==> config.mk <==
export PLATFORM = sky130hd
export DESIGN_NAME = uart_tx_param
export DESIGN_NICKNAME = d
export VERILOG_FILES = /design/src/rtl/uart_tx_param.sv
export SDC_FILE = /design/constraint.sdc
export NUM_CORES = 1
export LEC_CHECK = 0
export ABC_AREA = 0
export CAP_MARGIN = 20
export CORE_MARGIN = 4
export CORE_UTILIZATION = 55
export DETAILED_ROUTE_END_ITERATION = 12
export GPL_ROUTABILITY_DRIVEN = 0
export PLACE_DENSITY = 0.87
export SYNTH_ARGS = -nofsm -noshare
export SYNTH_HDL_FRONTEND = slang
export SYNTH_SLANG_ARGS = --single-unit
==> constraint.sdc <==
create_clock -name clk0 -period 2.6 [get_ports clk0]
set_input_delay 0.26 -clock clk0 [delete_from_list [all_inputs] [get_ports clk0]]
set_output_delay 0.26 -clock clk0 [all_outputs]
set_load 0.02 [all_outputs]
==> src/rtl/uart_tx_param.sv <==
// Parameterised UART transmitter: start bit, DATA_W data bits LSB first, optional parity, STOP_BITS stop bits.
// Define UART_TX_PARITY_EN to insert one parity bit (even or odd per PARITY_ODD) after the data bits.
module uart_tx_param #(
  parameter int DATA_W       = 8,
  parameter int CLKS_PER_BIT = 16,
  parameter int STOP_BITS    = 1,
  parameter int PARITY_ODD   = 0
) (
  input  logic              clk0,
  input  logic              reset_in,
  input  logic [DATA_W-1:0] tx_data,
  input  logic              tx_valid,
  output logic              tx_ready,
  output logic              tx,
  output logic              busy,
  output logic              done
);

  localparam int BAUD_W = (CLKS_PER_BIT > 2) ? $clog2(CLKS_PER_BIT) : 1;
  localparam int BIT_W  = $clog2(DATA_W);

  localparam logic [BAUD_W-1:0] BAUD_LAST = BAUD_W'(CLKS_PER_BIT - 1);
  localparam logic [BIT_W-1:0]  DATA_LAST = BIT_W'(DATA_W - 1);
  localparam logic [BIT_W-1:0]  STOP_LAST = BIT_W'(STOP_BITS - 1);

  localparam logic [2:0] S_IDLE   = 3'd0;
  localparam logic [2:0] S_START  = 3'd1;
  localparam logic [2:0] S_DATA   = 3'd2;
`ifdef UART_TX_PARITY_EN
  localparam logic [2:0] S_PARITY = 3'd3;
`endif
  localparam logic [2:0] S_STOP   = 3'd4;

  function automatic logic parity_of(input logic [DATA_W-1:0] d);
    return (^d) ^ (PARITY_ODD != 0);
  endfunction

  logic [2:0]        state_q, state_d;
  logic [BAUD_W-1:0] baud_q,  baud_d;
  logic [BIT_W-1:0]  bit_q,   bit_d;
  logic [DATA_W-1:0] shift_q, shift_d;
  logic              tx_q,    tx_d;
  logic              busy_q,  busy_d;
  logic              done_q,  done_d;
`ifdef UART_TX_PARITY_EN
  logic              par_q,   par_d;
`endif
  logic              bit_end_s;

  assign bit_end_s = (baud_q == BAUD_LAST);

  // Next-state logic; tx_d is the line level for the cycle after the edge, so tx stays registered.
  always_comb begin
    state_d = state_q;
    baud_d  = baud_q + BAUD_W'(1);
    bit_d   = bit_q;
    shift_d = shift_q;
    tx_d    = tx_q;
    done_d  = 1'b0;
`ifdef UART_TX_PARITY_EN
    par_d   = par_q;
`endif
    case (state_q)
      S_IDLE: begin
        baud_d = '0;
        bit_d  = '0;
        tx_d   = 1'b1;
        if (tx_valid) begin
          shift_d = tx_data;
`ifdef UART_TX_PARITY_EN
          par_d   = parity_of(tx_data);
`endif
          state_d = S_START;
          tx_d    = 1'b0;
        end else begin
          state_d = S_IDLE;
        end
      end
      S_START: begin
        if (bit_end_s) begin
          state_d = S_DATA;
          baud_d  = '0;
          tx_d    = shift_q[0];
          shift_d = shift_q >> 1;
        end else begin
          state_d = S_START;
        end
      end
      S_DATA: begin
        if (bit_end_s) begin
          baud_d = '0;
          if (bit_q == DATA_LAST) begin
            bit_d   = '0;
`ifdef UART_TX_PARITY_EN
            state_d = S_PARITY;
            tx_d    = par_q;
`else
            state_d = S_STOP;
            tx_d    = 1'b1;
`endif
          end else begin
            bit_d   = bit_q + BIT_W'(1);
            tx_d    = shift_q[0];
            shift_d = shift_q >> 1;
          end
        end else begin
          state_d = S_DATA;
        end
      end
`ifdef UART_TX_PARITY_EN
      S_PARITY: begin
        if (bit_end_s) begin
          state_d = S_STOP;
          baud_d  = '0;
          tx_d    = 1'b1;
        end else begin
          state_d = S_PARITY;
        end
      end
`endif
      S_STOP: begin
        tx_d = 1'b1;
        if (bit_end_s) begin
          baud_d = '0;
          if (bit_q == STOP_LAST) begin
            state_d = S_IDLE;
            bit_d   = '0;
            done_d  = 1'b1;
          end else begin
            bit_d   = bit_q + BIT_W'(1);
          end
        end else begin
          state_d = S_STOP;
        end
      end
      default: begin
        state_d = S_IDLE;
        baud_d  = '0;
        bit_d   = '0;
        tx_d    = 1'b1;
      end
    endcase
    busy_d = (state_d != S_IDLE);
  end

  // State and output registers; reset aborts any frame immediately with the line idle high.
  always_ff @(posedge clk0 or negedge reset_in) begin
    if (!reset_in) begin
      state_q <= S_IDLE;
      baud_q  <= '0;
      bit_q   <= '0;
      shift_q <= '0;
      tx_q    <= 1'b1;
      busy_q  <= 1'b0;
      done_q  <= 1'b0;
`ifdef UART_TX_PARITY_EN
      par_q   <= 1'b0;
`endif
    end else begin
      state_q <= state_d;
      baud_q  <= baud_d;
      bit_q   <= bit_d;
      shift_q <= shift_d;
      tx_q    <= tx_d;
      busy_q  <= busy_d;
      done_q  <= done_d;
`ifdef UART_TX_PARITY_EN
      par_q   <= par_d;
`endif
    end
  end

  assign tx       = tx_q;
  assign busy     = busy_q;
  assign done     = done_q;
  assign tx_ready = ~busy_q;

endmodule

==> results.yml <==
worst_setup_path:
  setup.worst_path.end: "shift_q[0]$_DFFE_PN0P_"
  cp_max_fo: 17
  arrival_ns: 2.32
  critPathSlowestCell: "dfrtp_1"
  path_class: "reg -> reg"
  worstSetupStartpoint: "state_q[0]$_DFF_PN0_"
  crit_path_cell_trace: "nand2b_1 -> a21oi_2 -> mux2_2 -> mux2_2"
  r2r-end: "shift_q[0]$_DFFE_PN0P_"
  rr_worst_depth: 4
  rr_startpoint: "state_q[0]$_DFF_PN0_"
  ff2ff_setup_slack_ns: 0.48
  worst_setup_path_start_kind: "flip-flop"
  path_common_cell: "mux2_2"
  slowest_delay_ns: 0.69
  cp-end-kind: "flip-flop"
  cp.required_ns: 2.80
floorplanning:
  start_util_pct: 58.5
  die_h_um: 53.7
  rows: 16
  dieArea_um2: 2880
  io_pins: 15
  die_x_um: 53.7
  core-area_um2: 1960
sta:
  fin_skew_ns: 0.0131
  hold_viol: 0
  min_period_ns: 2.12
  slew_headroom_pct: 64.8
  tightest_slew_ns: 0.528
  fin_ws_ns: 0.485
  setup_violations: 0
  rsz0062_at_grt: "no"
  slew_viol_final: 0
  fin_crit_sh_pct: 81.4
  fmax_mhz: 473
  setup_tns_ns: 0
clocking:
  cts_resized: 0
  cts_tree: "done"
  post_cts.repair.setup_buffers: 0
  hold_buffers: 0
  cts_sinks: 21
  clk_pin_slew_ns: 0.12
  clk_path_buf_depth: 2
  cts_made_buffers: 3
  cts-root-buf: "clkbuf_4"
  clock_latency_ns: 0.30
  htree_levels: 1
global_routing:
  gr-total-overflow: 0
  grt_max_degree: 22
  track_usage_pct: 20.0
  grt_pass1_vias: 917
  grt_pass1_wl_um: 4050
  antenna_found_initial: 0
route:
  wl_per_cell_um: 15.8
  dr.pass1.iters: 5
  drc_errors: 0
  routed_wl_um: 2290
  viasPerCell: 5.90
  ant_nets: 0
  num_vias: 856
  first_iter_violations: 22
cells_and_area:
  regArea_um2: 527
  final_cell_area_um2: 1320
  fin_nets: 134
  fillers: 152
  final_common_cell: "dfrtp_1"
  antenna_cells: 0
  multi_input_area_um2: 568
  area_delta_synth_final_pct: 14.8
  finalNonFillerCells: 145
  layout-drive-gt1-share_pct: 19.5
  layout_common_cells: "20 x dfrtp_1, 15 x mux2_2, 14 x clkdlybuf4s50_1, 9 x nor2_1"
  final_util_pct: 67.2
power:
  p_per_area_nw_per_um2: 956
  irDropWorstVdd_v: 0.000461
  p_leak_nw: 0.584
synth:
  ys_seq_area_share_pct: 45.9
  yosys_register_bits: 21
  synth.yosys.warnings: 0
  ys_types: 34
  synth_fp_nets: 119
  syn_area_per_cell_um2: 11.0
  syn-cell-area_um2: 1150
  synthCells: 104
placed_design:
  dp.cells: 141
  dpl.hpwl_um: 1760
  place_area_um2: 1290
  io_buffers: 14
  dp_slack_ns: 0.509
run_status:
  status: "completed"
run:
  maxCapViolations: 0
hold_path:
  min_path_type: "in -> async"
[routing by layer]
layer  vias up  track usage [%]  part of all wire, %
li1        400                -                    -
met1       417             21.9                   39
met2        27             33.7                   52
met3        12             3.60                  4.2
met4         0             15.7                  4.5
met5         -                0                    0
[sequential cells by signal (all words and copies together), names as in the netlist]
signal	cells
done	1
busy	1
baud_q	4
state_q	3
shift_q	8
tx	1
bit_q	3
[synth_stat cells]
cell,n,area [um2]
buf_4,3,22.5
nor2_1,9,33.8
clkbuf_1,1,3.75
dfrtp_1,20,500
o21ai_0,2,10.0
a2111oi_0,1,8.76
o22ai_1,1,6.26
inv_1,4,15.0
nand3_1,1,5.00
nand2b_1,5,31.3
o32ai_1,1,8.76
a311oi_1,1,8.76
nor4b_1,1,8.76
nand2_1,6,22.5
nand4b_1,1,8.76
ha_1,4,50.1
a2bb2oi_1,1,8.76
a22oi_1,1,7.51
a21oi_2,1,8.76
nor3_1,2,10.0
nor2b_1,4,25.0
mux2_2,15,169
o31ai_4,1,21.3
a21o_1,1,7.51
xnor2_1,1,8.76
a221oi_1,1,8.76
o31ai_1,1,7.51
buf_6,1,11.3
dfstp_2,1,26.3
a21oi_1,6,30.0
and3_1,1,6.26
o21a_1,1,7.51
nand3b_4,1,20.0
a31oi_1,3,18.8
[power breakdown]
group          internal (mW)  switching (mW)
logic                  0.295           0.237
clock network         0.0597          0.0962
registers              0.451           0.120
[metrics by stage]
stage / hold slack (ns) / power (mW)
6_report: 0.270 / 1.26
5_1_grt: 0.279 / 1.36
4_1_cts: 0.281 / 1.27
3_5_place_dp: 0.493 / 1.11
3_3_place_gp: 0.478 / 1.06
2_1_floorplan: -0.0356 / 0.975
[final cells by class]
class                      instances  area share [%]
multi-input combinational         74            43.1
sequential                        21            40.0
timing repair buffer              15            11.2
tap                               27            2.56
clock buffer                       4            1.99
inverter                           4            1.14
[cells by family (layout without fill, tap and decap cells)]
kind of cell    count (synthesis)  count (layout)  share of synthesized area, %
fa+ha+maj                       4               4                          4.36
buf+inv                         9              23                          4.58
flops                          21              21                          45.9
mux                            15              15                          14.7
compound gates                 23              23                          14.7
xor+xnor                        1               1                         0.763
simple gates                   31              31                          14.9
[worst min-delay path by stage]
| stage | end | slack [ns] | cells after the start |
|---|---|---|---|
| global placement | baud_q[0]$_DFF_PN0_ | 0.48 | 1 |
| CTS | bit_q[0]$_DFFE_PN0P_ | 0.28 | 2 |
| floorplan | baud_q[0]$_DFF_PN0_ | -0.04 | 0 |
| global route | bit_q[0]$_DFFE_PN0P_ | 0.28 | 2 |
| detailed placement | shift_q[1]$_DFFE_PN0P_ | 0.49 | 1 |
| finish | bit_q[0]$_DFFE_PN0P_ | 0.27 | 2 |
[worst max-delay path, delay by kind of cell (launching register included)]
family | cells | cell delay [ns]
simple gates | 1 | 0.21
flops | 1 | 0.69
mux | 2 | 0.66
compound gates | 1 | 0.45
Power figures use the tool's default switching activity.
